### src/rtl/serial_borrow_subtractor.sv
// ---------------------------------------------------------------------------
// serial_borrow_subtractor
//   Bit-serial, LSB-first subtractor computing diff = a - b - bin over WIDTH
//   shift cycles plus one result-commit cycle. Serves as a low-area recompute
//   checker for adder results (a == sum - b - cin) or as a standalone
//   multi-cycle subtract unit behind a start/done handshake.
//
//   Optional feature macro: SERIAL_SUB_OVF_EN adds the signed-overflow output
//   ovf. Without it the port and its logic are absent.
//
// Handshake: start is sampled on a rising edge only while the unit can accept
//   (IDLE, or the final DONE cycle for back-to-back operation); a start seen
//   in SHIFT is dropped, not queued. busy is high in SHIFT and DONE. done is a
//   one-cycle pulse coinciding with diff/bout (and ovf) taking their new
//   values; those outputs then hold until the next done.
//
// Ports:
//   clk    in   1      rising-edge clock
//   rst_n  in   1      asynchronous active-low reset
//   start  in   1      operation request
//   a      in   WIDTH  minuend, captured on accepted start
//   b      in   WIDTH  subtrahend, captured on accepted start
//   bin    in   1      borrow-in, captured on accepted start
//   busy   out  1      operation in progress
//   done   out  1      one-cycle result-valid pulse
//   diff   out  WIDTH  result (modulo 2^WIDTH)
//   bout   out  1      borrow-out (1 when a < b + bin, unsigned)
//   ovf    out  1      signed overflow (only with SERIAL_SUB_OVF_EN)
// ---------------------------------------------------------------------------
module serial_borrow_subtractor #(
  parameter int WIDTH = 4
) (
  input  logic             clk,
  input  logic             rst_n,
  input  logic             start,
  input  logic [WIDTH-1:0] a,
  input  logic [WIDTH-1:0] b,
  input  logic             bin,
  output logic             busy,
  output logic             done,
  output logic [WIDTH-1:0] diff,
  output logic             bout
`ifdef SERIAL_SUB_OVF_EN
  ,
  output logic             ovf
`endif
);

  localparam int CW = (WIDTH > 2) ? $clog2(WIDTH) : 1;
  localparam logic [CW-1:0] CNT_LAST = CW'(WIDTH - 1);

  typedef enum logic [1:0] {
    IDLE  = 2'd0,
    SHIFT = 2'd1,
    DONE  = 2'd2
  } state_t;

  state_t state, state_next;

  logic [WIDTH-1:0] a_sr;
  logic [WIDTH-1:0] b_sr;
  logic [WIDTH-1:0] res_sr;
  logic             br;
  logic [CW-1:0]    cnt;
  logic             accept;
  logic             d_bit;
  logic             br_next;

`ifdef SERIAL_SUB_OVF_EN
  logic             a_msb;
  logic             b_msb;
`endif

  // One full-subtractor slice operating on the current LSBs.
  always_comb begin
    d_bit   = a_sr[0] ^ b_sr[0] ^ br;
    br_next = (~a_sr[0] & b_sr[0]) | (~(a_sr[0] ^ b_sr[0]) & br);
  end

  // Next-state logic. DONE accepts a new start so results can stream at one
  // per WIDTH+1 cycles.
  always_comb begin
    state_next = state;
    accept     = 1'b0;
    case (state)
      IDLE: begin
        if (start) begin
          accept     = 1'b1;
          state_next = SHIFT;
        end
      end
      SHIFT: begin
        if (cnt == CNT_LAST) begin
          state_next = DONE;
        end
      end
      DONE: begin
        if (start) begin
          accept     = 1'b1;
          state_next = SHIFT;
        end else begin
          state_next = IDLE;
        end
      end
      default: begin
        state_next = IDLE;
      end
    endcase
  end

  assign busy = (state != IDLE);

  always_ff @(posedge clk or negedge rst_n) begin
    if (!rst_n) begin
      state <= IDLE;
    end else begin
      state <= state_next;
    end
  end

  // Datapath. The DONE commit reads res_sr/br before a same-cycle accept
  // reloads them, so back-to-back operation needs no extra staging.
  always_ff @(posedge clk or negedge rst_n) begin
    if (!rst_n) begin
      a_sr   <= '0;
      b_sr   <= '0;
      res_sr <= '0;
      br     <= 1'b0;
      cnt    <= '0;
      done   <= 1'b0;
      diff   <= '0;
      bout   <= 1'b0;
`ifdef SERIAL_SUB_OVF_EN
      a_msb  <= 1'b0;
      b_msb  <= 1'b0;
      ovf    <= 1'b0;
`endif
    end else begin
      done <= (state == DONE);

      if (state == SHIFT) begin
        // Result fills from the MSB side so bit 0 lands at res_sr[0] after
        // WIDTH shifts.
        res_sr <= {d_bit, res_sr[WIDTH-1:1]};
        a_sr   <= a_sr >> 1;
        b_sr   <= b_sr >> 1;
        br     <= br_next;
        cnt    <= cnt + 1'b1;
      end

      if (state == DONE) begin
        diff <= res_sr;
        bout <= br;
        cnt  <= '0;
`ifdef SERIAL_SUB_OVF_EN
        ovf  <= (a_msb ^ b_msb) & (a_msb ^ res_sr[WIDTH-1]);
`endif
      end

      if (accept) begin
        a_sr   <= a;
        b_sr   <= b;
        br     <= bin;
        res_sr <= '0;
        cnt    <= '0;
`ifdef SERIAL_SUB_OVF_EN
        a_msb  <= a[WIDTH-1];
        b_msb  <= b[WIDTH-1];
`endif
      end
    end
  end

endmodule

### config.mk
export PLATFORM = sky130hd
export DESIGN_NAME = serial_borrow_subtractor
export DESIGN_NICKNAME = d
export VERILOG_FILES = /design/src/rtl/serial_borrow_subtractor.sv
export SDC_FILE = /design/constraint.sdc
export NUM_CORES = 1
export LEC_CHECK = 0
export BUFFER_PORTS_ARGS = -buffer_cell sky130_fd_sc_hd__buf_2
export CORE_ASPECT_RATIO = 1.25
export CORE_MARGIN = 8
export CORE_UTILIZATION = 58
export CTS_CLUSTER_SIZE = 25
export DETAILED_ROUTE_END_ITERATION = 10
export PLACE_DENSITY_LB_ADDON = 0.25
export SYNTH_ARGS = -nofsm -noshare
export SYNTH_HDL_FRONTEND = slang
export SYNTH_SLANG_ARGS = --single-unit
### constraint.sdc
create_clock -name clk -period 2.31 [get_ports clk]
set_input_delay 0 -clock clk [delete_from_list [all_inputs] [get_ports clk]]
set_output_delay 0 -clock clk [all_outputs]
set_load 0.01 [all_outputs]
---- Yosys cells after proc, flatten, opt, wreduce, memory -nomap -nowiden ----
Index checks and enable logic that the tools add are counted.
cells by class
  eq/ne operators ......................... 5
  bitwise operators ....................... 7
  mux-type cells .......................... 17
  reductions and logical operators ........ 6
  $add $sub $neg .......................... 1
operator list
  kind                   number
  $mux W4                6
  $mux W2                5
  $pmux W2 S3            1
  $mux W1                5
  $eq A2 B2 Y1 const B   2
  $ne A2 B2 Y1 const B   2
  $reduce_bool A2 Y1     2
  $reduce_bool A3 Y1     1
  $add A2 B1 Y2 const B  1
  $and A1 B1 Y1          2
  $eq A2 B1 Y1 const B   1
  $logic_not A2 Y1       1
  $not A1 Y1             2
  $reduce_and A2 Y1      1
  $reduce_or A2 Y1       1
  $xor A1 B1 Y1          2
  $or A1 B1 Y1           1
word-level totals
  register bits after elaboration ......... 23
  word-level logic and storage cells ...... 45
  input bits .............................. 12

---- Depth between registers and ports, before layout ----
Gate-level depths: netlist (run 1).
  depth in word-level cells ............... 6
  mapped depth ............................ 4

---- Least setup slack after synthesis (run 1) ----
No wires, ideal clock.
  path kind ............................... reg-to-reg
  start ................................... register a_sr[0]
  end ..................................... register res_sr[3]
  cell stages (with the launch flop) ...... 4
  slack ................................... 0.913 ns
  arrival time ............................ 1.276 ns
  cell sequence ........................... dfrtp_1 -> fa_1 -> mux2_4 -> a22o_1
between the ends
  word-level cells in the longest chain between the ends .. 4
ends and longest elaborated chain
  element                     RTL line  text
  start, declared             60        logic [WIDTH-1:0] a_sr;
  start signal, assigned      145       a_sr <= a_sr >> 1;
  $xor A1 B1 Y1 (2 in a row)  76        d_bit = a_sr[0] ^ b_sr[0] ^ br;
  $mux W4                     141       if (state == SHIFT) begin
  $mux W4                     160       if (accept) begin
  end signal, assigned        144       res_sr <= {d_bit, res_sr[WIDTH-1:1]};
  end, declared               62        logic [WIDTH-1:0] res_sr;
No other way between the ends. The select of a mux whose other input is x is not followed.
A chain may end at the register's enable or synchronous reset.

---- Final worst setup path (run 1) ----
  start ................................... register state[1]
  end ..................................... output port busy
between the ends
  word-level cells in the longest chain between the ends .. 1
ends and longest elaborated chain
  element                 RTL line  text
  start, declared         58        state_t state, state_next;
  start signal, assigned  117       state <= state_next;
  $reduce_bool A2 Y1      111       assign busy = (state != IDLE);
  end, declared           39        output logic busy,
No other way between the ends.

==> results of run 1 <==
cell usage after synthesis, drive strengths merged:
cell type	number
dfrtp	23
buf	6
nand2b	1
nand3	4
fa	1
nand2	2
ha	1
nor2	3
a22oi	1
a21oi	7
a22o	4
or2	1
inv	3
o21ai	5
mux2	10
clkbuf	1
and2b	5
mux2i	9
nor2b	2
a211oi	7
where the power goes:
| part | internal, W | total (W) | switching [W] |
|---|---|---|---|
| clock network | 0.0000676 | 0.000189 | 0.000122 |
| logic | 0.000397 | 0.000683 | 0.000287 |
| registers | 0.000579 | 0.000743 | 0.000164 |
| total | 0.00104 | 0.00162 | 0.000573 |
worst max-delay path: stages, from the launching register on:
cell,delay (ns)
dfrtp_1,0.56
buf_4,0.27
or2_2,0.29
buf_2,0.14
final timing paths:
| kind | from | to | slack [ns] |
|---|---|---|---|
| max | state[1]$_DFFE_PN0P_ | busy | 0.73 |
| min | rst_n | diff[1]$_DFFE_PN0N_ | 0.16 |
| max reg2reg | br$_DFFE_PN0P_ | res_sr[3]$_DFFE_PN0P_ | 0.86 |
| min reg2reg | bout$_DFFE_PN0N_ | bout$_DFFE_PN0N_ | 0.49 |
| max in group asynchronous | rst_n | b_sr[0]$_DFFE_PN0P_ | 1.80 |
| min in group clk | start | a_sr[3]$_DFFE_PN0P_ | 0.18 |
layer usage:
metal,global-route usage,vias up
li1,-,397
met1,0.139,382
met2,0.205,17
met3,0.0327,4
met4,0.0633,0
met5,0,-
cells in the final DEF (no fill, tap or decap), types with 4 or more instances in the layout:
master / n
a21oi_1: 7
mux2_2: 6
a211oi_1: 7
o21ai_0: 5
mux2_4: 4
dlygate4sd3_1: 10
dfrtp_1: 23
nand3_1: 4
and2b_1: 5
mux2i_1: 9
a22o_1: 4
buf_2: 18
sequential cells by signal, summed over array words and instances (netlist names):
name	count
cnt	2
state	2
bout	1
diff	4
br	1
done	1
b_sr	4
a_sr	4
res_sr	4
per-stage QoR:
| step | setup slack (ns) | cell area [um2] | hold slack (ns) | total power (W) | instances |
|---|---|---|---|---|---|
| final | 0.730 | 1350 | 0.164 | 0.00162 | 143 |
| after global placement | 0.901 | 1220 | -0.00716 | 0.00139 | 129 |
| after global routing | 0.649 | 1350 | 0.193 | 0.00174 | 143 |
| after floorplan | 0.913 | 1150 | -0.296 | 0.00128 | 96 |
| after detailed placement | 0.885 | 1220 | 0.00404 | 0.00143 | 129 |
| after CTS | 0.711 | 1350 | 0.175 | 0.00164 | 143 |
kinds of logic (layout without fill, tap and decap cells):
logic type | Yosys count | count (layout) | share of synthesized area
DFF | 23 | 23 | 0.500
buffers and inverters | 10 | 37 | 0.0598
AOI/OAI and AO/OA | 24 | 24 | 0.135
adders and majority gates | 2 | 2 | 0.0283
muxes | 19 | 19 | 0.189
and+or+nand+nor | 18 | 18 | 0.0881
layout make-up:
type	instances	area, um2
fillers	149	587
flip-flops and latches	23	576
multi-input cells	63	507
repair buffers	30	205
clock buffers	4	26.3
well taps	20	25.0
inverters	3	11.3
timing repair:
| item | in CTS | in global routing |
|---|---|---|
| resized for setup | 0 | 0 |
| endpoints found under the hold margin | 32 | 0 |
| hold buffers | 10 | 0 |
==> qor.txt, run 1 <==
Run status = finished, final reports clean
Met2 routed WL = 1040 um
Synthesized area = 0.00115 mm2
Critical path capture point type = output pin
Share of cells above drive strength 1 = 0.276
Max Cap Viol = 0
Leak Pwr = 0.651 nW
Sink Count = 23
RSZ-0062 raised after global routing = false
Max H-tree Level = 1
Vias in the first global route = 838
R2R cell count = 4
Critical Path RT = 2.31 ns
Die ar. = 0.00368 mm2
Synth area leaders = dfrtp_1 50%, mux2i_1 7.8%, mux2_2 5.9%, mux2_4 5.2%, a211oi_1 4.6%
Rel. slew slack = 0.661
Largest area contributor in the netlist = dfrtp_1
Initial Utilization = 0.594
Syn nets = 110
Crit path DAT = 1.58 ns
TNS Setup = 0 ns
Final WL = 2130 um
Pre-antenna DRT Iters = 4
Final Setup Violations = 0
CTS clock-pin slew for the worst setup and hold paths = 0.13 ns
Final count of pins violating max slew = 0
Initial DRC count = 5
CTS Root Cell = clkbuf_4
Worst hold path type = input port to async pin
Mapped Cells = 96
Tightest Pin Transition = 0.509 ns
Initial antenna violation count = 0
Fmax = 633 MHz
Clock network latency to the later pin of the worst-skew pair = 0.32 ns
Vias per cell = 5.59
Placer Congestion = 0.687
Yosys Warn Count = 0
Tot GR Track Use = 0.122
Synth Register Bits = 23
Die height = 65.8 um
IR drop worst, VDD = 634 uV
Residual DRC = 0
Post-synthesis sequential area ratio = 0.500
Post-layout nets = 138
Routed vias = 800
Clock buffer depth = 2
Post-layout util = 0.697
Crit Path Max Fanout = 12
Setup Fix Bufs, Post-CTS = 0
Hpwl dp = 1480 um
Hold Violations, Final = 0
Post-synthesis cell type count = 24
Overflow after GRT = 0
WL met1 = 960 um
Clock skew = 0.00852 ns
CTS tree = built
Num CTS Buffers = 3
Synth top area share = 0.500
Minimum clock period = 1.58 ns
Kind of critical path = register to output pin
Area Overhead vs Synth = 17.3%
First-pass GRT wire length = 3680 um
Drt wl/cell = 14.9 um
IO Port Bufs = 18
Final Cycle Share = 0.684
I/O pin cnt = 19
# diodes = 0
Routed length on met3 = 87 um
Syn Area/Cell = 12.0 um2
Largest net degree at the start of global routing = 24
Routed Antenna Nets = 0
Worst Setup Start Kind = register
Top Layer Used = met4
PwrDens = 1200 mW/mm2
FP Rows = 18
Die Width = 55.8 um
Core area = 0.00194 mm2
(Power assumes the default switching activity.)
==> inputs of run 2 (changes only) <==
--- a/config.mk
+++ b/config.mk
@@ -8,7 +8,7 @@
 export BUFFER_PORTS_ARGS = -buffer_cell sky130_fd_sc_hd__buf_2
 export CORE_ASPECT_RATIO = 1.25
 export CORE_MARGIN = 8
-export CORE_UTILIZATION = 58
+export CORE_UTILIZATION = 54
 export CTS_CLUSTER_SIZE = 25
 export DETAILED_ROUTE_END_ITERATION = 10
 export PLACE_DENSITY_LB_ADDON = 0.25
==> constraint.sdc (replaced) <==
create_clock -name clk -period 1.65 [get_ports clk]
set_input_delay 0 -clock clk [delete_from_list [all_inputs] [get_ports clk]]
set_output_delay 0 -clock clk [all_outputs]
set_load 0.01 [all_outputs]
==> qor.txt, run 2 (synthesized netlist as in run 1, its figures left out) <==
Run status = finished with violations
Failing checks = negative hold slack
Routed vias = 800 (unchanged)
Crit path DAT = 1.65 ns (+0.07 ns)
Residual DRC = 0 (unchanged)
Critical path capture point type = register
FP Rows = 18 (unchanged)
First-pass GRT wire length = 3670 um (-0.38%)
I/O pin cnt = 19 (unchanged)
Overflow after GRT = 0 (unchanged)
IO Port Bufs = 18 (unchanged)
Largest net degree at the start of global routing = 24 (unchanged)
CTS clock-pin slew for the worst setup and hold paths = 0.12 ns (about the same)
Tot GR Track Use = 0.117 (-0.00428)
Hpwl dp = 1420 um (-4.0%)
Vias in the first global route = 839 (+0.12%)
Critical Path RT = 1.84 ns (-0.47 ns)
Post-layout nets = 139 (+0.72%)
RSZ-0062 raised after global routing = false
Placer Congestion = 0.699 (+1.7%)
Worst hold slack = -0.00276 ns (-0.167 ns)
Die Width = 57.3 um (+2.6%)
Final count of pins violating max slew = 0 (unchanged)
Crit Path Max Fanout = 3 (-9)
Sink Count = 23 (unchanged)
Kind of critical path = register to register
Clock buffer depth = 2 (unchanged)
Sw Share = 0.346 (-0.00820)
Clock skew = 0.00894 ns (+0.000425 ns)
# diodes = 0 (unchanged)
Die height = 67.6 um (+2.8%)
# fillers = 161 (+8.1%)
Worst hold path type = input port to register
Clk network pwr share = 0.111 (-0.006)
Die ar. = 0.00387 mm2 (+5.4%)
Max H-tree Level = 1 (unchanged)
Comb pwr share = 0.448 (+0.025)
Drt wl/cell = 14.2 um (-4.6%)
PwrDens = 1670 mW/mm2 (+40%)
Worst hold endpoint = a_sr[3]$_DFFE_PN0P_
Final Cycle Share = 0.882
Initial DRC count = 15 (+10)
Max Cap Viol = 0 (unchanged)
Final Setup Violations = 0 (unchanged)
Worst Setup Start Kind = register
R2R cell count = 4 (unchanged)
Initial antenna violation count = 0 (unchanged)
Fmax = 687 MHz
CTS Root Cell = clkbuf_4
Reg-to-Reg End = res_sr[3]$_DFFE_PN0P_
Rel. slew slack = 0.667 (+0.00619)
R2r setup slk = 0.19 ns (-0.67 ns)
Final WL = 2040 um (-3.9%)
Routed Antenna Nets = 0 (unchanged)
Clock network latency to the later pin of the worst-skew pair = 0.30 ns (-0.02 ns)
Minimum clock period = 1.46 ns
Worst hold start = a[3]
Core area = 0.00200 mm2 (+3.5%)
IR drop worst, VDD = 906 uV (+43%)
Int Pwr = 0.00148 W (+42%)
Post-cts resize count = 0 (unchanged)
Hold Violations, Final = 1 (+1)
CTS tree = built
TNS Setup = 0 ns (unchanged)
Pre-antenna DRT Iters = 4 (unchanged)
FF-to-FF Start = br$_DFFE_PN0P_
Register share of total power = 0.441 (-0.019)
Hold depth = 3
Leak Pwr = 0.657 nW (+0.88%)
Share of cells above drive strength 1 = 0.290 (+0.0139)
Initial Utilization = 0.574 (-0.0200)
Most frequent cells in the layout = 23 x dfrtp_1, 18 x buf_2, 9 x mux2i_1, 9 x dlygate4sd3_1
Leading cell type in the layout, fill and taps excluded = dfrtp_1
Num CTS Buffers = 3 (unchanged)
Area Overhead vs Synth = 17.7%
Tightest Pin Transition = 0.500 ns (-0.00928 ns)
Vias per cell = 5.56 (-0.69%)
Sw power = 0.000783 W (+37%)
[run 2: worst max-delay path by stage]
stage                         from               endpoint  slack [ns]
2_1_floorplan  a_sr[0]$_DFFE_PN0P_  res_sr[3]$_DFFE_PN0P_        0.25
3_3_place_gp   a_sr[0]$_DFFE_PN0P_  res_sr[3]$_DFFE_PN0P_        0.24
3_5_place_dp        br$_DFFE_PN0P_  res_sr[3]$_DFFE_PN0P_        0.23
4_1_cts        b_sr[0]$_DFFE_PN0P_  res_sr[3]$_DFFE_PN0P_        0.21
5_1_grt             br$_DFFE_PN0P_  res_sr[3]$_DFFE_PN0P_        0.13
6_report            br$_DFFE_PN0P_  res_sr[3]$_DFFE_PN0P_        0.19
[run 2: routing by layer]
metal | part of all wire | global-route usage | routed length [um]
met5 | 0 | 0 | 0
met1 | 0.44 | 0.128 | 896
met2 | 0.52 | 0.220 | 1060
met3 | 0.039 | 0.0266 | 79
met4 | 0.0059 | 0.0376 | 12
[run 2: critical path, cell delays in order (launching register included)]
cell     delay [ns]
dfrtp_1        0.40
inv_1          0.11
fa_1           0.41
mux2_4         0.27
a22o_1         0.17
[run 2: per-stage QoR]
step | setup WS, ns | util | area (um2) | total power [W] | std cells
floorplan | 0.253 | - | 1150 | 0.00180 | 96
global placement | 0.238 | 0.618 | 1240 | 0.00197 | 131
detailed placement | 0.228 | 0.618 | 1240 | 0.00202 | 131
CTS | 0.207 | 0.676 | 1360 | 0.00228 | 144
global route | 0.130 | 0.676 | 1360 | 0.00246 | 144
finish | 0.194 | 0.676 | 1360 | 0.00226 | 144
[run 2: power by group through the flow]
stage	clock network, W	logic [W]	registers, W
3_3_place_gp	0	0.000976	0.000997
3_5_place_dp	0	0.00101	0.00101
5_1_grt	0.000281	0.00114	0.00104
4_1_cts	0.000259	0.00103	0.000997
2_1_floorplan	0	0.000810	0.000989
6_report	0.000251	0.00101	0.000998
[run 2: area by class of cell]
class / count / area [um2] / share of cell area
sequential: 23 / 576 / 0.425
multi-input combinational: 63 / 507 / 0.374
clock buffer: 4 / 26.3 / 0.0194
tap: 20 / 25.0 / 0.0185
timing repair buffer: 31 / 210 / 0.155
inverter: 3 / 11.3 / 0.00831
[run 2: timing repair]
item / CTS / global route
hold endpoints to repair: 31 / 0
setup endpoints to repair: 0 / 0
setup buffers: 0 / 0
hold buffers: 9 / 0
==> inputs of run 3 (changes only) <==
--- a/config.mk
+++ b/config.mk
@@ -5,10 +5,12 @@
 export SDC_FILE = /design/constraint.sdc
 export NUM_CORES = 1
 export LEC_CHECK = 0
+export ABC_AREA = 1
+export ABC_CLOCK_PERIOD_IN_PS = 1650
 export BUFFER_PORTS_ARGS = -buffer_cell sky130_fd_sc_hd__buf_2
 export CORE_ASPECT_RATIO = 1.25
 export CORE_MARGIN = 8
-export CORE_UTILIZATION = 54
+export CORE_UTILIZATION = 40
 export CTS_CLUSTER_SIZE = 25
 export DETAILED_ROUTE_END_ITERATION = 10
 export PLACE_DENSITY_LB_ADDON = 0.25
==> qor.txt, run 3 <==
Synthesized area = 996 um2 (-13%)
I/O pin cnt = 19 (unchanged)
Minimum clock period = 1.18 ns (-0.275 ns)
Leak Pwr = 0.666 nW (+1.4%)
Largest area contributor in the netlist = dfrtp_1
Worst hold start = start
RSZ-0062 raised after global routing = false
IO Port Bufs = 18 (unchanged)
FF-to-FF Start = a_sr[0]$_DFFE_PN0P_
Slowest stage delay, CP = 0.54 ns (+0.13 ns)
Worst Setup Start Kind = register
Core area = 0.00240 mm2 (+20%)
Mapped Cells = 113 (+18%)
Tot GR Track Use = 0.0986 (-0.0187)
Leading cell type in the layout, fill and taps excluded = nand2_1
Critical Path RT = 1.87 ns (+0.03 ns)
Crit Path Max Fanout = 2 (-1)
Syn Area/Cell = 8.81 um2 (-26%)
Worst hold path type = input port to register
Final WL = 1950 um (-4.4%)
Clock buffer depth = 2 (unchanged)
Hpwl dp = 1450 um (+2.1%)
Overflow after GRT = 0 (unchanged)
Post-cts resize count = 0 (unchanged)
Area Overhead vs Synth = 23.4%
Fmax = 847 MHz (+23%)
Clock skew = 0.0122 ns (+0.00330 ns)
Kind of critical path = register to register
Setup Fix Bufs, Post-CTS = 0 (unchanged)
Placer Congestion = 0.746 (+6.7%)
Placed instance count = 162 (+24%)
Share of cells above drive strength 1 = 0.197 (-0.0931)
Hold Violations, Final = 0 (-1)
IR drop worst, VDD = 847 uV (-6.5%)
Sink Count = 23 (unchanged)
Syn nets = 127 (+15%)
CP Launch Point = a_sr[0]$_DFFE_PN0P_
Vias in the first global route = 766 (-8.7%)
Synth top area share = 0.578 (+0.0779)
FP Rows = 20 (+2)
Initial Utilization = 0.415 (-0.160)
Post-synthesis sequential area ratio = 0.578 (+0.0779)
Initial DRC count = 26 (+11)
Rel. slew slack = 0.664 (-0.00267)
Routed Antenna Nets = 0 (unchanged)
Crit path DAT = 1.40 ns (-0.25 ns)
Final Setup Violations = 0 (unchanged)
Final count of pins violating max slew = 0 (unchanged)
Post-synthesis cell type count = 15 (-38%)
Die ar. = 0.00435 mm2 (+12%)
CTS Root Cell = clkbuf_4
Routed vias = 791 (-1.1%)
Max Cap Viol = 0 (unchanged)
Clock network latency to the later pin of the worst-skew pair = 0.31 ns (about the same)
Vias per cell = 4.52 (-19%)
Synth Register Bits = 23 (unchanged)
Die Width = 60.6 um (+5.8%)
Final Cycle Share = 0.715 (-0.167)
EDFF count, synth = 0 (unchanged)
Run status = finished, final reports clean
Critical path capture point type = register
Tightest Pin Transition = 0.504 ns (+0.00401 ns)
Yosys Warn Count = 0 (unchanged)
Synth Flop Type = dfrtp_1
First-pass GRT wire length = 3280 um (-11%)
Initial antenna violation count = 0 (unchanged)
Synth area leaders = dfrtp_1 58%, nand2_1 15%, nand3_1 7.0%, o21ai_0 5.5%, inv_1 5.3%
Pre-antenna DRT Iters = 4 (unchanged)
Num CTS Buffers = 3 (unchanged)
Post-layout util = 0.511 (-0.165)
Slowest cell on the critical path = fa_1
TNS Setup = 0 ns (unchanged)
Die height = 71.8 um (+6.2%)
CP Cell Sequence = fa_1, nand2_1, o21ai_0
Final Non-Filler Cells = 175 (+22%)
Max H-tree Level = 1 (unchanged)
Largest net degree at the start of global routing = 24 (unchanged)
CTS tree = built
Residual DRC = 0 (unchanged)
Top cells by count, synth = 39 x nand2_1, 23 x dfrtp_1, 14 x inv_1, 14 x nand3_1, 11 x o21ai_0
Drt wl/cell = 11.2 um (-21%)
CTS clock-pin slew for the worst setup and hold paths = 0.13 ns (about the same)
Post-layout nets = 157 (+13%)
Asr flop ratio synth = 1.00 (unchanged)
Count leader, synth = nand2_1
# diodes = 0 (unchanged)
PwrDens = 1660 mW/mm2 (-0.72%)
Most frequent cells in the layout = 39 x nand2_1, 23 x dfrtp_1, 18 x buf_2
==> run 3: cell count changes after synthesis, sizes merged, moves of 7 or more <==
cell    delta
nand3     +10
inv       +13
a21oi      -7
mux2i      -9
nand2     +40
a211oi     -7
mux2      -10
==> run 3: logic make-up after synthesis <==
kind of cell	count (synthesis)	share of synthesized area
AO/OA/AOI/OAI	11	0.0553
AND/OR/NAND/NOR	59	0.258
adder cells (fa/ha/maj)	2	0.0327
buffers and inverters	18	0.0766
flip-flops	23	0.578
==> run 3: power breakdown <==
part | total [W] | internal (W) | switching [W] | leakage [nW]
registers | 0.000947 | 0.000808 | 0.000139 | 0.291
clock network | 0.000261 | 0.0000905 | 0.000170 | 0.0177
logic | 0.000830 | 0.000312 | 0.000517 | 0.357
total | 0.00204 | 0.00121 | 0.000827 | 0.666
==> run 3: timing repair <==
action	4_1_cts	5_1_grt
endpoints found under the setup margin	0	0
hold buffers	9	0
hold endpoints to repair	31	0
==> run 3: final cells by class <==
class / instances / area (um2)
fill: 262 / 1170
sequential: 23 / 576
multi-input combinational: 72 / 344
timing repair buffer: 27 / 180
inverter: 16 / 60.1
tap: 33 / 41.3
clock buffer: 3 / 22.5
clock inverter: 1 / 5.00
==> run 3: worst paths after layout <==
path                                              end  slack [ns]  cells after the start
min in group asynchronous         diff[1]$_DFFE_PN0N_        0.17                      2
worst max register to register  res_sr[3]$_DFFE_PN0P_        0.47                      3
worst max-delay path            res_sr[3]$_DFFE_PN0P_        0.47                      3
max in group asynchronous         b_sr[3]$_DFFE_PN0P_        1.13                      2
worst min register to register    a_sr[3]$_DFFE_PN0P_        0.49                      2
worst min-delay path             state[0]$_DFFE_PN0P_        0.01                      3
==> run 3: routing by layer <==
metal  routed length [um]  vias to the layer above  track usage
li1                     -                      407            -
met2                  962                       20        0.171
met4                   27                        0       0.0390
met3                  139                        4       0.0269
met5                    0                        -            0
met1                  824                      360        0.108
==> run 3: critical path: cells and delay by family, from the launching register on <==
kind            cells  cell delay (ns)
fa+ha+maj           1             0.54
compound gates      1             0.09
flops               1             0.43
simple gates        1             0.05
==> run 3: stage by stage <==
| stage | instance area [um2] | hold WS, ns | power [W] | worst slack, ns |
|---|---|---|---|---|
| 6_report | 1230 | 0.0136 | 0.00204 | 0.470 |
| 3_3_place_gp | 1110 | -0.00609 | 0.00176 | 0.525 |
| 2_1_floorplan | 996 | -0.296 | 0.00156 | 0.565 |
| 3_5_place_dp | 1110 | 0.00488 | 0.00179 | 0.495 |
| 5_1_grt | 1230 | 0.00848 | 0.00225 | 0.368 |
| 4_1_cts | 1230 | 0.0119 | 0.00207 | 0.468 |
